File: src/rtl/prng_seq_ctrl_if.sv
// rtl/prng_seq_ctrl_if.sv - random byte stream handshake between controller and consumer
// master drives the byte and its valid flag, slave returns ready.
interface prng_seq_ctrl_if;
  logic       rnd_valid;
  logic       rnd_ready;
  logic [7:0] rnd_data;

  modport master (
    output rnd_valid,
    output rnd_data,
    input  rnd_ready
  );

  modport slave (
    input  rnd_valid,
    input  rnd_data,
    output rnd_ready
  );
endinterface

File: src/rtl/prng_seq_ctrl.sv
// rtl/prng_seq_ctrl.sv - single-clock sequencer for the LFSR/mux PRNG datapath
// Seeds both LFSRs, warms them up, then offers bytes and refreshes the display byte.
module prng_seq_ctrl #(
  parameter int          CLK_HZ   = 50_000_000,
  parameter int          DISP_HZ  = 1,
  parameter int          CTRL_DIV = 4,
  parameter int          WARMUP   = 16,
  parameter logic [15:0] SEED16   = 16'hACE1,
  parameter logic [7:0]  SEED8    = 8'h5A
) (
  input  logic                  CLK,
  input  logic                  rst,
  input  logic                  EN,
  input  logic                  seed_load,
  input  logic [15:0]           seed_in,
  input  logic [7:0]            mux_out,
  output logic                  ld,
  output logic [15:0]           ld_val16,
  output logic [7:0]            ld_val8,
  output logic                  step_data,
  output logic                  step_ctrl,
  prng_seq_ctrl_if.master       rnd,
  output logic                  disp_tick,
  output logic [7:0]            disp_byte,
  output logic                  clk_led
);

  localparam int DIV = CLK_HZ / DISP_HZ;
  localparam int DW  = $clog2(DIV);
  localparam int CW  = (CTRL_DIV > 1) ? $clog2(CTRL_DIV) : 1;
  localparam int WW  = (WARMUP > 1) ? $clog2(WARMUP) : 1;

  typedef enum logic [2:0] {
    S_IDLE,
    S_SEED,
    S_WARM,
    S_STEP,
    S_CAPT,
    S_OFFER
  } state_t;

  state_t        state;
  state_t        state_nx;
  logic          seed_pend;
  logic          ld_user;
  logic [15:0]   seed_reg;
  logic [WW-1:0] warm_cnt;
  logic [CW-1:0] ctrl_cnt;
  logic [DW-1:0] disp_cnt;

  logic pend_eff;
  logic running;
  logic hs;
  logic warm_done;
  logic ctrl_hit;
  logic disp_hit;

  // A seed_load in the current cycle counts as pending for the transition decision.
  assign pend_eff  = seed_pend | seed_load;
  assign running   = (state == S_STEP) || (state == S_CAPT) || (state == S_OFFER);
  assign hs        = rnd.rnd_valid & rnd.rnd_ready;
  assign warm_done = (warm_cnt == WW'(WARMUP - 1));
  assign ctrl_hit  = (ctrl_cnt == CW'(CTRL_DIV - 1));
  assign disp_hit  = (disp_cnt == DW'(DIV - 1));

  always_ff @(posedge CLK or negedge rst) begin
    if (!rst) begin
      state <= S_IDLE;
    end else begin
      state <= state_nx;
    end
  end

  always_comb begin
    state_nx  = state;
    ld        = 1'b0;
    ld_val16  = 16'h0000;
    ld_val8   = 8'h00;
    step_data = 1'b0;
    step_ctrl = 1'b0;
    disp_tick = 1'b0;
    case (state)
      S_IDLE: begin
        state_nx = S_SEED;
      end
      S_SEED: begin
        ld = 1'b1;
        // An all-ones load would freeze an XNOR LFSR, so fall back to the default seed.
        if (ld_user && (seed_reg != 16'hFFFF)) begin
          ld_val16 = seed_reg;
        end else begin
          ld_val16 = SEED16;
        end
        if (ld_user && (seed_reg[7:0] != 8'hFF)) begin
          ld_val8 = seed_reg[7:0];
        end else begin
          ld_val8 = SEED8;
        end
        state_nx = S_WARM;
      end
      S_WARM: begin
        step_data = 1'b1;
        step_ctrl = 1'b1;
        if (warm_done) begin
          state_nx = pend_eff ? S_SEED : S_STEP;
        end
      end
      S_STEP: begin
        step_data = 1'b1;
        state_nx  = S_CAPT;
      end
      S_CAPT: begin
        state_nx = S_OFFER;
      end
      S_OFFER: begin
        if (hs) begin
          state_nx = S_STEP;
        end
      end
      default: begin
        state_nx = S_IDLE;
      end
    endcase
    if (running) begin
      step_ctrl = ctrl_hit;
      disp_tick = disp_hit;
      if (seed_load) begin
        state_nx = S_SEED;
      end
    end
    if (!EN) begin
      state_nx = S_IDLE;
    end
  end

  always_ff @(posedge CLK or negedge rst) begin
    if (!rst) begin
      seed_pend     <= 1'b0;
      ld_user       <= 1'b0;
      seed_reg      <= 16'h0000;
      rnd.rnd_valid <= 1'b0;
      rnd.rnd_data  <= 8'h00;
      warm_cnt      <= '0;
      ctrl_cnt      <= '0;
      disp_cnt      <= '0;
    end else if (!EN) begin
      seed_pend     <= 1'b0;
      ld_user       <= 1'b0;
      rnd.rnd_valid <= 1'b0;
      rnd.rnd_data  <= 8'h00;
      warm_cnt      <= '0;
      ctrl_cnt      <= '0;
      disp_cnt      <= '0;
    end else begin
      if (seed_load) begin
        seed_reg <= seed_in;
      end
      // Entering SEED consumes the pending seed and abandons any unconsumed byte.
      if (state_nx == S_SEED) begin
        ld_user       <= pend_eff;
        seed_pend     <= 1'b0;
        rnd.rnd_valid <= 1'b0;
      end else begin
        seed_pend <= pend_eff;
        if (state == S_CAPT) begin
          rnd.rnd_valid <= 1'b1;
          rnd.rnd_data  <= mux_out;
        end else if (hs) begin
          rnd.rnd_valid <= 1'b0;
        end
      end
      if ((state == S_WARM) && !warm_done) begin
        warm_cnt <= warm_cnt + WW'(1);
      end else begin
        warm_cnt <= '0;
      end
      if (running && !ctrl_hit) begin
        ctrl_cnt <= ctrl_cnt + CW'(1);
      end else begin
        ctrl_cnt <= '0;
      end
      if (running && !disp_hit) begin
        disp_cnt <= disp_cnt + DW'(1);
      end else begin
        disp_cnt <= '0;
      end
    end
  end

  // Display state survives EN=0; only rst clears it.
  always_ff @(posedge CLK or negedge rst) begin
    if (!rst) begin
      disp_byte <= 8'h00;
      clk_led   <= 1'b0;
    end else if (disp_tick) begin
      disp_byte <= rnd.rnd_valid ? rnd.rnd_data : mux_out;
      clk_led   <= ~clk_led;
    end
  end

endmodule

File: src/flat_wrapper.sv
// flat-port wrapper written by rule: the top's interface ports become plain ports
module prng_seq_ctrl_flat 
#(
  parameter int          CLK_HZ   = 50_000_000,
  parameter int          DISP_HZ  = 1,
  parameter int          CTRL_DIV = 4,
  parameter int          WARMUP   = 16,
  parameter logic [15:0] SEED16   = 16'hACE1,
  parameter logic [7:0]  SEED8    = 8'h5A
)
  (CLK, rst, EN, seed_load, seed_in, mux_out, ld, ld_val16, ld_val8, step_data, step_ctrl, disp_tick, disp_byte, clk_led, rnd_rnd_valid, rnd_rnd_data, rnd_rnd_ready);
  prng_seq_ctrl_if rnd_i ();
  input  logic CLK;
  input  logic rst;
  input  logic EN;
  input  logic seed_load;
  input  logic [15:0] seed_in;
  input  logic [7:0] mux_out;
  output logic ld;
  output logic [15:0] ld_val16;
  output logic [7:0] ld_val8;
  output logic step_data;
  output logic step_ctrl;
  output logic disp_tick;
  output logic [7:0] disp_byte;
  output logic clk_led;
  output wire logic [$bits(rnd_i.rnd_valid)-1:0] rnd_rnd_valid;
  output wire logic [$bits(rnd_i.rnd_data)-1:0] rnd_rnd_data;
  input wire logic [$bits(rnd_i.rnd_ready)-1:0] rnd_rnd_ready;
  assign rnd_rnd_valid = rnd_i.rnd_valid;
  assign rnd_rnd_data = rnd_i.rnd_data;
  assign rnd_i.rnd_ready = rnd_rnd_ready;
  prng_seq_ctrl #(.CLK_HZ(CLK_HZ), .DISP_HZ(DISP_HZ), .CTRL_DIV(CTRL_DIV), .WARMUP(WARMUP), .SEED16(SEED16), .SEED8(SEED8)) u_core (.CLK(CLK), .rst(rst), .EN(EN), .seed_load(seed_load), .seed_in(seed_in), .mux_out(mux_out), .ld(ld), .ld_val16(ld_val16), .ld_val8(ld_val8), .step_data(step_data), .step_ctrl(step_ctrl), .rnd(rnd_i), .disp_tick(disp_tick), .disp_byte(disp_byte), .clk_led(clk_led));
endmodule
File: config.mk
export PLATFORM = sky130hd
export DESIGN_NAME = prng_seq_ctrl_flat
export DESIGN_NICKNAME = d
export VERILOG_FILES = /design/src/rtl/prng_seq_ctrl_if.sv /design/src/rtl/prng_seq_ctrl.sv /design/src/flat_wrapper.sv
export SDC_FILE = /design/constraint.sdc
export NUM_CORES = 1
export LEC_CHECK = 0
export CORE_UTILIZATION = 46
export DETAILED_ROUTE_END_ITERATION = 10
export GPL_ROUTABILITY_DRIVEN = 0
export HOLD_SLACK_MARGIN = 0.08
export PLACE_DENSITY_LB_ADDON = 0.15
export SLEW_MARGIN = 20
export SYNTH_ARGS = -nofsm -noshare
export SYNTH_HDL_FRONTEND = slang
export SYNTH_SLANG_ARGS = --single-unit
File: constraint.sdc
create_clock -name CLK -period 2.05 [get_ports CLK]
set_input_delay 0.3075 -clock CLK [delete_from_list [all_inputs] [get_ports CLK]]
set_output_delay 0.3075 -clock CLK [all_outputs]
set_load 0.01 [all_outputs]
Word level (Yosys, flattened, before mapping)
Index checks and enable logic that the tools add are counted.

Output and inout port bits: 46. Input port bits: 29. Flip-flop bits (word level): 71. Logic and storage cells: 80.

Equal/unequal tests: 15. Bitwise operators: 3. Multiplexer cells: 34. Add/sub/neg operators: 3. Reductions and logical operators: 14.

Operators by type and width (count): two-way mux 26 bit (2); two-way mux 8 bit (6); two-way mux 16 bit (2); adder 26 x 1 -> 26 bit, second input constant (1); == test 26 bit, second input constant (1); case mux 3 bit (6 select lines) (1); != test 16 bit, second input constant (1); two-way mux 3 bit (5); two-way mux 1 bit (13); two-way mux 4 bit (2); != test 8 bit, second input constant (1); == test 3 x 1 -> 1 bit, second input constant (2); == test 3 x 2 -> 1 bit, second input constant (2); == test 3 bit, second input constant (2); two-way mux 2 bit (3); logical AND 1 bit (5); adder 4 x 1 -> 4 bit, second input constant (1); == test 4 bit, second input constant (1); != test 2 x 1 -> 1 bit, second input constant (2); != test 4 x 1 -> 1 bit, second input constant (1); AND reduction 2 bit (2); zero test 1 bit (3); zero test 3 bit (1); adder 2 x 1 -> 2 bit, second input constant (1); 7 further kinds (8).

Depth between registers and ports, before layout
Gate-level depths: netlist (run 1).

Depth in word-level cells: 10. Depth in mapped cells: 7. Gate-level depth less buffers: 6.

Least setup slack after synthesis (run 1)
OpenSTA, ideal clock, no wires.

Path type: reg2reg. Start: register u_core.disp_cnt[0]. End: register u_core.disp_cnt[20]. Slack: -0.032 ns. Setup time: 0.073 ns. Data required time: 1.977 ns. Cell stages (with the launch flop): 7. Clock period less this slack: 2.082 ns. Data arrival time: 2.009 ns. Cells stage by stage: dfrtp_1 ha_1 nand2_1 or4_1 buf_2 or4_4 a21oi_2.

Word-level cells in the longest chain between the ends: 5. Elaborated cells on any way between the ends: 6. Those cells by class: 1 x add/sub; 1 x eq/ne; 2 x mux; 2 x reduce/logical.

Ends and longest elaborated chain: start: declaration (RTL line prng_seq_ctrl.sv:49) `logic [DW-1:0] disp_cnt;`; start signal: assignment (RTL line prng_seq_ctrl.sv:183) `disp_cnt <= disp_cnt + DW'(1);`; parallel branches: the longest is 3 deep, another holds adder 26 x 1 -> 26 bit; two-way mux 26 bit * (RTL line prng_seq_ctrl.sv:182) `if (running && !disp_hit) begin`; two-way mux 26 bit * (RTL line prng_seq_ctrl.sv:146) `end else if (!EN) begin`.

Mark *: on every way between the ends. A chain may end at the register's enable or synchronous reset.

Worst setup path in the final report (run 1)
Start: register u_core.seed_reg[9]. End: output port ld_val16[9].

Word-level cells in the longest chain between the ends: 4.

Ends and longest elaborated chain: start: declaration (RTL line prng_seq_ctrl.sv:46) `logic [15:0] seed_reg;`; start signal: assignment (RTL line prng_seq_ctrl.sv:156) `seed_reg <= seed_in;`; != test 16 bit (RTL line prng_seq_ctrl.sv:89) `if (ld_user && (seed_reg != 16'hFFFF)) begin`; logical AND 1 bit (RTL line prng_seq_ctrl.sv:89); two-way mux 16 bit * (RTL line prng_seq_ctrl.sv:89); two-way mux 16 bit * (RTL line prng_seq_ctrl.sv:82) `case (state)`; end: declaration (RTL line flat_wrapper.sv:20) `output logic [15:0] ld_val16;`.

Mark *: on every way between the ends. The rest lies on a longest branch, timed or not.

==> results.json, run 1 <==
{
  "r2r-start": "u_core.disp_cnt[1]$_DFF_PN0_",
  "critPathLaunch": "u_core.seed_reg[9]$_DFFE_PN0P_",
  "worstPathCellList": "nand4_1 > nor4_4 > buf_4 > nor2_4 > buf_6 > and2_4 > buf_6",
  "synthCells": 343,
  "max_freq_mhz": 463,
  "drive_gt1_share_pct": 35.1,
  "cts_made_buffers": 9,
  "vias_per_cell": 5.48,
  "synth_area_leaders": "dfrtp_1 (50%), mux2_2 (10%), nand3_1 (2.8%), nor2_1 (2.5%), nand2_1 (2.3%)",
  "synthArstFlopShare_pct": 100,
  "power_density_nw_per_um2": 671,
  "fp.dieW_um": 90.3,
  "max_stage_delay_ns": 0.38,
  "yosysWarnings": 0,
  "clock_path_buffers": 2,
  "vias": 3227,
  "avgRoutedWirePerCell_um": 15.9,
  "p_sw_uw": 943,
  "critPathBufInv": 3,
  "violations": "negative setup slack",
  "drt_iter0_drc": 132,
  "hold_ws_ns": 0.443,
  "syn_avg_cell_area_um2": 10.5,
  "antenna_found_initial": 0,
  "synth_edf_count": 0,
  "grt_overflow": 0,
  "grt_pass1_wl_um": 15700,
  "path_delay_family": "simple AND/OR/NAND/NOR gates",
  "worstSetupEndpointType": "primary output",
  "flow.area_growth_from_synthesis_pct": 45.0,
  "die_area_um2": 8150,
  "clock_skew_ns": 0.0111,
  "tritoncts": "done",
  "fp.coreArea_um2": 7410,
  "fin_util_pct": 70.1,
  "hold_violations": 0,
  "hold_class": "register to register",
  "drt-total-wl_um": 9380,
  "ys_seq_area_share_pct": 49.6,
  "max_cap_violations": 0,
  "antenna_cells": 0,
  "synth_top_area_share_pct": 49.6,
  "start_kind": "register",
  "synth_seq_cells": 71,
  "ys_types": 51,
  "slew_headroom_pct": 74.5,
  "start_util_pct": 48.4,
  "syn_area_um2": 3580,
  "hpwl_um": 6200,
  "clkPwrFrac_pct": 35.9,
  "syn_nets": 375,
  "crit_path_top_delay_cell": "dfrtp_1",
  "finalCritPeriodShare_pct": 105,
  "drtPass1Iterations": 4,
  "crit_type": "register to primary output",
  "p_leak_uw": 0.00227,
  "synth_top_area_cell": "dfrtp_1",
  "rsz0062_at_grt": "yes",
  "cts_root_buf": "clkbuf_8",
  "ant_nets": 0,
  "mostFrequentLayoutCell": "dfrtp_1",
  "critPathArrivalTime_ns": 1.85,
  "grt_pass1_vias": 3146,
  "drv_slew": 0,
  "fin_nets": 517,
  "period_needed_ns": 2.16,
  "required_ns": 1.74,
  "final_cell_mix": "dfrtp_1 (71), buf_4 (64), clkdlybuf4s50_1 (46), mux2_2 (32), nor2_1 (23)",
  "ios": 75,
  "outcome": "finished, violations left",
  "finalSetupViolations": 7,
  "cp_common_cell": "buf_6",
  "htree_levels": 3,
  "path_clk_slew_ns": 0.08,
  "grt_max_degree": 72,
  "internal-power_uw": 2550,
  "p_sw_share_pct": 27.0,
  "port_buffers": 74,
  "min_from": "u_core.ctrl_cnt[0]$_DFF_PN0_",
  "cp_max_fo": 6,
  "clock-sinks": 71,
  "track_usage_pct": 24.0,
  "placedCellCount": 560,
  "synth_flop_cell": "dfrtp_1",
  "drt_drc_violations_left": 0,
  "clock_latency_ns": 0.34,
  "worst_pin_slew_ns": 0.383,
  "die_y_um": 90.3,
  "fp-row-count": 31,
  "fin_cells": 589,
  "p_seq_share_pct": 43.6,
  "setup_ws_ns": -0.111,
  "largest_reg_flops": 26,
  "power.share.combinational_pct": 20.6,
  "peakVddDrop_mv": 0.415,
  "n_fill_cell": 565
}
## what timing repair did
| action | CTS | global route |
|---|---|---|
| endpoints found under the hold margin | 71 | 0 |
| setup endpoints to repair | 28 | 32 |
| buffers inserted | 7 | 5 |
| gates resized for setup | 78 | 46 |
| pin swaps | 12 | 6 |
| hold buffers | 1 | 0 |
## stage by stage
stage	setup WS [ns]	setup TNS (ns)	total power [uW]	cell area, um^2
CTS	-0.114	-0.387	3450	5130
global route	-0.213	-1.43	3660	5200
detailed placement	-0.197	-1.75	2230	4850
floorplan	0.0409	0	1820	3600
global placement	-0.117	-0.695	2210	4850
finish	-0.111	-0.318	3490	5200
## layout make-up
type                            instances  area [um^2]  share of cell area, %
Clock inverter                          6         92.6                   1.78
Timing Repair Buffer                  144         1200                   23.1
Clock buffer                           10          128                   2.46
Multi-Input combinational cell        245         1820                   35.1
Sequential cell                        71         1780                   34.2
Tap cell                               99          124                   2.38
Inverter                               14         52.6                   1.01
## worst paths after layout
check	end	slack, ns	cells past startpoint
setup / recovery	ld_val16[9]	-0.11	7
hold / removal	u_core.ctrl_cnt[0]$_DFF_PN0_	0.44	1
setup reg to reg	u_core.disp_cnt[20]$_DFF_PN0_	0.10	5
hold reg to reg	u_core.ctrl_cnt[0]$_DFF_PN0_	0.44	1
max in group asynchronous	u_core.disp_cnt[19]$_DFF_PN0_	1.22	3
min in group asynchronous	u_core.warm_cnt[3]$_DFF_PN0_	0.51	3
## cell usage after synthesis, drive strengths merged, types with 8 or more instances
cell type  number
a21oi          16
nand2          22
dfrtp          71
nor2           24
o31ai          10
and2            8
or4            12
xor2            8
mux2           32
nand4           8
clkbuf          9
inv            14
o21a            8
a22o            8
nand3          20
## cell families after synthesis
kind of cell / synth area share [%]
AND/OR/NAND/NOR: 20.5
flip-flops: 49.6
AO/OA/AOI/OAI: 12.5
multiplexers: 10.1
buffers and inverters: 2.97
XOR/XNOR: 3.42
adder cells (fa/ha/maj): 1.05
## power groups by stage
stage          clock network (uW)  registers (uW)  logic (uW)
2_1_floorplan                   0            1540         282
5_1_grt                      1350            1530         779
6_report                     1250            1520         717
3_5_place_dp                    0            1550         682
3_3_place_gp                    0            1540         674
4_1_cts                      1280            1520         660
## per-layer routing
metal	GRT usage, %	routed length, um
met1	33.0	4230
met3	4.88	308
met5	0	0
met2	38.2	4720
met4	7.93	125
## worst register-to-register path, cell delays in order (launching register included)
cell and delay [ns]:
dfrtp_1 0.40, ha_4 0.15, nand2_1 0.07, or4_4 0.58
or4_4 0.54, a21oi_2 0.13
Note: power is estimated with default switching activity, not from simulation.
==> run 2: changes to the inputs <==
--- a/config.mk
+++ b/config.mk
@@ -9,7 +9,7 @@
 export DETAILED_ROUTE_END_ITERATION = 10
 export GPL_ROUTABILITY_DRIVEN = 0
 export HOLD_SLACK_MARGIN = 0.08
-export PLACE_DENSITY_LB_ADDON = 0.15
+export PLACE_DENSITY = 0.81
 export SLEW_MARGIN = 20
 export SYNTH_ARGS = -nofsm -noshare
 export SYNTH_HDL_FRONTEND = slang
==> results.json, run 2 (synthesized netlist as in run 1, its figures left out) <==
{
  "hold_violations": 0,
  "cp_max_fo": 4,
  "p_leak_uw": 0.00227,
  "rsz0062_at_grt": "yes",
  "finalCritPeriodShare_pct": 105,
  "drt_drc_violations_left": 0,
  "clock_skew_ns": 0.00491,
  "peakVddDrop_mv": 0.344,
  "max_freq_mhz": 465,
  "period_needed_ns": 2.15,
  "multi_input_area_um2": 1820,
  "clock_latency_ns": 0.35,
  "antenna_cells": 0,
  "drv_slew": 0,
  "r2r_end": "u_core.disp_cnt[20]$_DFF_PN0_",
  "antenna_found_initial": 0,
  "cts_root_buf": "clkbuf_8",
  "critPathArrivalTime_ns": 1.84,
  "tritoncts": "done",
  "critPathLaunch": "u_core.seed_reg[7]$_DFFE_PN0P_",
  "placedCellCount": 566,
  "max_cap_violations": 0,
  "avgRoutedWirePerCell_um": 16.2,
  "fp.coreArea_um2": 7410,
  "vias": 3317,
  "fp-row-count": 31,
  "worst_pin_slew_ns": 0.854,
  "crit_type": "register to primary output",
  "grt_pass1_vias": 3420,
  "fin_util_pct": 70.5,
  "grt_overflow": 0,
  "r2r_slack_ns": 0.09,
  "fin_nets": 524,
  "ant_nets": 0,
  "die_y_um": 90.3,
  "power.total_uw": 3280,
  "setup_ws_ns": -0.100,
  "hold_class": "register to register",
  "final_cell_mix": "buf_4 (70), dfrtp_1 (70), clkdlybuf4s50_1 (46), mux2_2 (32), nor2_1 (23)",
  "path_clk_slew_ns": 0.08,
  "drtPass1Iterations": 4,
  "start_util_pct": 48.4,
  "worstSetupEndpointType": "primary output",
  "r2r-start": "u_core.disp_cnt[1]$_DFF_PN0_",
  "required_ns": 1.74,
  "track_usage_pct": 24.8,
  "hpwl_um": 6730,
  "grt_pass1_wl_um": 16100,
  "fin_cells": 595,
  "fp.dieW_um": 90.3,
  "outcome": "finished, violations left",
  "slew_headroom_pct": 42.6,
  "clock-sinks": 71,
  "start_kind": "register",
  "power_density_nw_per_um2": 627,
  "largest_reg_flops": 26,
  "port_buffers": 74,
  "register_area_um2": 1780,
  "htree_levels": 3,
  "vias_per_cell": 5.57,
  "die_area_um2": 8150,
  "cp-endpoint": "ld_val16[7]",
  "clock_path_buffers": 2,
  "drt_iter0_drc": 204,
  "flow.area_growth_from_synthesis_pct": 45.8,
  "ios": 75,
  "drt-total-wl_um": 9610,
  "reg2reg_depth": 5,
  "n_fill_cell": 531,
  "grt_max_degree": 72,
  "finalSetupViolations": 11,
  "violations": "negative setup slack",
  "drive_gt1_share_pct": 36.7,
  "cts_made_buffers": 9
}
run 2: cell types whose count changed in the layout (fill, tap and decap cells not counted), sizes merged:
cell / change
clkbuf: -2
clkinv: +1
buf: +8
dlygate4sd2: +2
clkdlybuf4s15: -1
bufinv: -2
run 2: how the worst min path moves through the flow:
stage | from | end | cells past startpoint
finish | u_core.warm_cnt[0]$_DFF_PN0_ | u_core.warm_cnt[0]$_DFF_PN0_ | 1
global route | u_core.ctrl_cnt[0]$_DFF_PN0_ | u_core.ctrl_cnt[0]$_DFF_PN0_ | 1
CTS | u_core.ctrl_cnt[0]$_DFF_PN0_ | u_core.ctrl_cnt[0]$_DFF_PN0_ | 1
detailed placement | rst | u_core.seed_reg[0]$_DFFE_PN0P_ | 2
global placement | rst | u_core.seed_reg[0]$_DFFE_PN0P_ | 2
floorplan | rst | u_core.clk_led$_DFFE_PN0P_ | 0
run 2: final cells by class:
| type | instances | area share (%) |
|---|---|---|
| inverter | 14 | 1.01 |
| sequential | 71 | 34.0 |
| tap | 99 | 2.37 |
| timing repair buffer | 151 | 24.4 |
| multi-input combinational | 245 | 34.9 |
| clock inverter | 5 | 0.646 |
| clock buffer | 10 | 2.63 |
run 2: report_power, final:
part,leakage [uW],internal [uW],switching [uW]
Combinational,0.00126,408,342
Sequential,0.000932,1470,46.8
Clock,0.0000845,465,542
Total,0.00227,2340,931
run 2: stage by stage:
step                cell area, um^2  TNS (ns)  setup WS, ns  hold WS [ns]
floorplan                      3600         0        0.0409        0.0119
global placement               4900    -0.206        -0.138         0.365
detailed placement             4900     -2.76        -0.184         0.364
CTS                            5140    -0.520       -0.0755         0.466
global route                   5230     -1.74        -0.252         0.499
finish                         5230    -0.260        -0.100         0.461
run 2: worst max-delay path, cell delays in order, from the launching register on:
cell and delay, ns:
dfrtp_1 0.35, nand4_1 0.17, nor4_4 0.39, o21ai_2 0.15
buf_4 0.16, buf_6 0.10, o21ai_2 0.04, buf_2 0.14
run 2: metal layers:
metal / track usage [%] / wire, um
met5: 0 / 0
met4: 9.95 / 162
met3: 4.04 / 465
met2: 44.1 / 4970
met1: 29.8 / 4020
run 2: what timing repair did:
action | in CTS | in global routing
buffers inserted | 11 | 4
hold buffers | 1 | 0
setup endpoints to repair | 30 | 42
pin swaps | 14 | 13
resized for setup | 89 | 40
endpoints found under the hold margin | 71 | 0
==> edit 1, RTL diff (flow settings as in run 2) <==
Encoding of `state_t`: now one-hot (6 bits for 6 states).
--- a/src/rtl/prng_seq_ctrl.sv
+++ b/src/rtl/prng_seq_ctrl.sv
@@ -30,13 +30,13 @@
   localparam int CW  = (CTRL_DIV > 1) ? $clog2(CTRL_DIV) : 1;
   localparam int WW  = (WARMUP > 1) ? $clog2(WARMUP) : 1;
 
-  typedef enum logic [2:0] {
-    S_IDLE,
-    S_SEED,
-    S_WARM,
-    S_STEP,
-    S_CAPT,
-    S_OFFER
+  typedef enum logic [5:0] {
+    S_IDLE  = 6'b000001,
+    S_SEED  = 6'b000010,
+    S_WARM  = 6'b000100,
+    S_STEP  = 6'b001000,
+    S_CAPT  = 6'b010000,
+    S_OFFER = 6'b100000
   } state_t;
 
   state_t        state;
Function: no difference found for any inputs over 10 cycles, from zero or initial values and one cycle with rst low; not proved beyond that.
==> edit 1 against run 2 <==
Register-to-register slack got worse by 30 ps. Die area increased by 4.5%. Area after synthesis grew 4.6%. Critical path type unchanged. Critical endpoint is now ld_val16[14]. Power shrank 3.0%. Final cell count grew 2.5%. Worst setup slack gained 47 ps. The run still ends with setup timing left. Wire length is 1.6% higher. Synthesized cell count is 7.6% higher. Largest cell class unchanged. Cell area is 0.46% higher. Sequential cell count grew 3. Largest power group unchanged.
==> edit 1: results (changes against run 2) <==
stage,metric,value,unit,change
drt,drt_iter0_markers,195,,-4.4%
yosys,synth.area.top_cells,"dfrtp_1 (49%), mux2_2 (9.6%), xor2_1 (5.1%)",,
yosys,synth_nets,401,,+6.9%
drt,routed_wl,9760,µm,+1.6%
place,placed_area,4910,µm²,+0.38%
sta,skew,10.6,ps,+5.71 ps
worst_setup_path,slowest_stage,dfrtp_1,,
hold_path,hp-start,u_core.ctrl_cnt[0],,
drt,via_count,3289,,-0.84%
pwr,power_leakage,2.38,nW,+4.5%
worst_setup_path,critPathMaxStageDelay,370,ps,-20 ps
yosys,syn_avg_cell_area,10.2,µm²,-2.8%
yosys,ys_types,46,,-9.8%
global_routing,grt_max_degree,75,,+4.2%
worst_setup_path,worst-r2r-setup-slack,60,ps,-30 ps
place,hpwl,6500,µm,-3.5%
outcome,violations,setup timing,,
global_routing,grt_use_total,23.7,%,-1.1 points
worst_setup_path,rr_startpoint,u_core.disp_cnt[7],,
place,place_worst_setup_slack,-354,ps,-169 ps
worst_setup_path,crit_arrival,1800,ps,-40 ps
worst_setup_path,cp-startpoint,u_core.seed_reg[2],,
pwr,ir_worst_vdd,457,µV,+33%
worst_setup_path,regToRegEndpoint,u_core.disp_byte[5],,
sta,setup_slack,-53.6,ps,+46.6 ps
layout,fill_cells,584,,+10%
layout,largest_reg_flops,26,,unchanged
worst_setup_path,rr_worst_depth,7,,+2
global_routing,grt_first_pass_wirelength,15900,µm,-1.2%
outcome,outcome,finished with violations,,
worst_setup_path,critical_path.endpoint,ld_val16[14],,
yosys,ys_seq_area_share,49.4,%,-0.15 points
sta,relSlewSlack,62.9,%,+20 points
place,numPlacedInstances,578,,+2.1%
layout,fin_cells,610,,+2.5%
yosys,synthTopCellsByCount,"dfrtp_1 (73), nor2_1 (51), nand2_1 (36), mux2_2 (32), xor2_1 (22)",,
sta,final-setup-viol-count,14,,+3
worst_setup_path,worstPathMaxFanout,7,,+3
layout,drive_gt1_share,31.7,%,-5.0 points
edit 1: worst max-delay path, delay by kind of cell, from the launching register on:
kind,cells,cell delay [ps]
buf+inv,2,280
simple gates,5,800
flops,1,370
edit 1: layout make-up:
type                       instances  area (µm²)  share of cell area [%]
multi-input combinational        272        1900                    36.2
timing repair buffer             135        1130                    21.5
inverter                          11        43.8                   0.834
clock buffer                      10         128                    2.43
tap                              102         128                    2.43
clock inverter                     6        66.3                    1.26
sequential                        74        1850                    35.3
edit 1: power breakdown:
part	switching [W]	internal [W]	leakage, nW
logic	0.000242	0.000248	1.30
clock network	0.000558	0.000564	0.0889
registers	0.0000449	0.00152	0.992
edit 1: worst min path at each step:
stage	end	slack (ps)	cells past startpoint
after detailed placement	u_core.seed_reg[2]	370	2
after floorplan	u_core.clk_led	10	0
after global placement	u_core.seed_reg[0]	370	2
after global routing	u_core.ctrl_cnt[0]	460	1
after CTS	u_core.ctrl_cnt[0]	440	1
final	u_core.ctrl_cnt[0]	440	1
edit 1: logic make-up (layout without fill, tap and decap cells):
| group | Yosys count | after routing | synth area share [%] |
|---|---|---|---|
| compound gates | 32 | 32 | 5.94 |
| xor+xnor | 29 | 29 | 6.77 |
| fa+ha+maj | 3 | 3 | 1.00 |
| buf+inv | 23 | 162 | 2.74 |
| flops | 74 | 74 | 49.4 |
| mux | 40 | 40 | 11.7 |
| simple gates | 168 | 168 | 22.4 |
edit 1: repair_timing:
action,in CTS,in global routing
endpoints found under the hold margin,73,0
gates resized for setup,120,25
setup endpoints to repair,28,36
buffers inserted,8,10
pin swaps,7,21
hold buffers,1,0
edit 1: per-layer routing:
metal	track usage (%)	up-vias	part of all wire, %
met5	0	-	0
met4	8.46	0	1.5
met3	4.81	12	4.7
met1	29.9	1625	42
li1	-	1558	-
met2	40.3	94	51
==> edit 2, RTL diff (flow settings as in run 2) <==
Made on the original files. `CLK_HZ` is set to 50_000_000 in 2 places; all go to 100_000_000.
--- a/src/rtl/prng_seq_ctrl.sv
+++ b/src/rtl/prng_seq_ctrl.sv
@@ -1,7 +1,7 @@
 // rtl/prng_seq_ctrl.sv - single-clock sequencer for the LFSR/mux PRNG datapath
 // Seeds both LFSRs, warms them up, then offers bytes and refreshes the display byte.
 module prng_seq_ctrl #(
-  parameter int          CLK_HZ   = 50_000_000,
+  parameter int          CLK_HZ   = 100_000_000,
   parameter int          DISP_HZ  = 1,
   parameter int          CTRL_DIV = 4,
   parameter int          WARMUP   = 16,
--- a/src/flat_wrapper.sv
+++ b/src/flat_wrapper.sv
@@ -1,7 +1,7 @@
 // flat-port wrapper written by rule: the top's interface ports become plain ports
 module prng_seq_ctrl_flat 
 #(
-  parameter int          CLK_HZ   = 50_000_000,
+  parameter int          CLK_HZ   = 100_000_000,
   parameter int          DISP_HZ  = 1,
   parameter int          CTRL_DIV = 4,
   parameter int          WARMUP   = 16,
Formal check against the unedited RTL: no difference found for any inputs over 10 cycles, from zero or initial values and one cycle with rst low; that may be too few to reach the edited logic, so the function may still have changed.
==> edit 2 against run 2 <==
The flow still finishes with violations (setup timing). Power increased by 11%. Area after synthesis decreased by 0.49%. Wire length increased by 5.2%. Cell area increased by 2.4%. Worst setup slack got worse by 4.6 ps. Global-route usage decreased by 0.18 points. Count of clock-buffer cells in the layout decreased by 1. Sequential share of layout area decreased by 0.37 points. Sequential cell count increased by 1. Final cell count unchanged.
==> edit 2: results (changes against run 2) <==
stage,metric,value,unit,change
sta,setup_slack,-105,ps,-4.60 ps
yosys,synth_ff_type,dfrtp_1,,
global_routing,grt_use_total,24.6,%,-0.18 points
drt,drt_iter0_markers,221,,+8.3%
hold_path,min_path_type,register to register,,
sta,skew,5.54,ps,+0.633 ps
outcome,outcome,finished with violations,,
global_routing,antenna_found_initial,0,,unchanged
clock_network,cts_buffers,9,,unchanged
clock_network,clk_path_buf_depth,2,,unchanged
yosys,synth_enable_flop_cells,0,,unchanged
sta,final-setup-viol-count,10,,-1
outcome,violations,setup timing,,
clock_network,cts_max_level,3,,unchanged
yosys,synth.area.top_cells,"dfrtp_1 (51%), mux2_2 (10%), nor2_1 (3.1%)",,
pwr,ir_worst_vdd,380,µV,+10%
drt,via_per_inst,5.63,,+0.99%
pwr,power_leakage,2.43,nW,+6.7%
clock_network,insertion_delay,350,ps,about the same
place,portBuffers,74,,unchanged
clock_network,cts.clk_slew.worst_paths,70,ps,
worst_setup_path,crit_arrival,1850,ps,
yosys,yosysWarningCount,0,,unchanged
yosys,ys_seq_area_share,50.5,%,+0.94 points
layout,fin_nets,524,,unchanged
drt,routedWlPerCell,17.0,µm,+5.2%
layout,largest_reg_flops,27,,+3.8%
yosys,synthTopCellsByCount,"dfrtp_1 (72), mux2_2 (32), nor2_1 (29), nand2_1 (18), a21oi_1 (17)",,
worst_setup_path,worstPathMaxFanout,7,,+3
worst_setup_path,critPathMaxStageDelay,360,ps,-30 ps
yosys,synth_nets,371,,-1.1%
layout,diodes,0,,unchanged
global_routing,grt_first_pass_wirelength,15900,µm,-0.99%
sta,worst_pin_slew,734,ps,-120 ps
yosys,ys_async_sr_fraction,100,%,unchanged
layout,drive_gt1_share,37.9,%,+1.2 points
worst_setup_path,cp-end-kind,primary output,,
drt,firstDrtPassIters,4,,unchanged
clock_network,cts_root_buffer,clkbuf_8,,
global_routing,grt_max_degree,34,,-53%
yosys,ys_types,48,,-5.9%
global_routing,grt_pass1_vias,3228,,-5.6%
place,hpwl,6730,µm,-0.11%
worst_setup_path,slowest_stage,dfrtp_1,,
pwr,power_switching,0.000889,W,-4.5%
[edit 2: cells by family after synthesis]
group	share of synthesized area [%]
AO/OA/AOI/OAI	11.8
XOR/XNOR	3.68
adder cells (fa/ha/maj)	1.05
buffers and inverters	3.44
flip-flops	50.5
multiplexers	10.4
AND/OR/NAND/NOR	19.1
[edit 2: through the flow]
stage / std cells / cell area [µm²] / utilization [%] / TNS, ps
final: 595 / 5350 / 72.6 / -239
after global routing: 595 / 5350 / 72.6 / -1170
after CTS: 585 / 5160 / 70.1 / -270
after detailed placement: 563 / 4870 / 66.1 / -594
after global placement: 563 / 4870 / 66.1 / -197
after floorplan: 339 / 3570 / - / 0
[edit 2: what timing repair did]
item | 4_1_cts | 5_1_grt
hold buffers | 1 | 0
endpoints found under the hold margin | 28 | 0
gates resized for setup | 80 | 57
pin swaps | 7 | 14
setup buffers | 7 | 11
endpoints found under the setup margin | 28 | 22
[edit 2: critical path, delay by kind of cell (launching register included)]
kind                   cells  cell delay, ps
DFF                        1             360
buffers and inverters      3             400
and+or+nand+nor            4             750
[edit 2: worst paths after layout]
kind | start | to | slack, ps | cells after the start
min in group asynchronous | rst | u_core.warm_cnt[0] | 570 | 2
worst max-delay path | u_core.seed_reg[2] | ld_val16[1] | -100 | 7
worst min register to register | u_core.ctrl_cnt[0] | u_core.ctrl_cnt[0] | 440 | 1
max in group asynchronous | rst | u_core.rnd.rnd_data[5] | 850 | 3
worst max register to register | u_core.disp_cnt[0] | u_core.disp_cnt[18] | 20 | 7
worst min-delay path | u_core.ctrl_cnt[0] | u_core.ctrl_cnt[0] | 440 | 1
[edit 2: routing by layer]
metal / GRT usage [%] / up-vias / routed length [µm]
li1: - / 1531 / -
met1: 30.7 / 1674 / 4050
met2: 43.7 / 122 / 5370
met3: 3.38 / 23 / 505
met4: 8.06 / 0 / 200
met5: 0 / - / 0
[edit 2: area by class of cell]
| type | instances | area, µm² |
|---|---|---|
| clock inverter | 6 | 133 |
| fill | 500 | 2020 |
| multi-input combinational | 238 | 1810 |
| timing repair buffer | 157 | 1310 |
| clock buffer | 9 | 124 |
| sequential | 72 | 1800 |
| inverter | 14 | 55.1 |
| tap | 99 | 124 |
[edit 2: power groups by stage]
stage / combinational, W / sequential, W / clock [W]
floorplan: 0.000261 / 0.00155 / 0
finish: 0.000673 / 0.00153 / 0.00144
CTS: 0.000623 / 0.00152 / 0.00146
global placement: 0.000628 / 0.00155 / 0
global route: 0.000723 / 0.00154 / 0.00152
detailed placement: 0.000641 / 0.00155 / 0
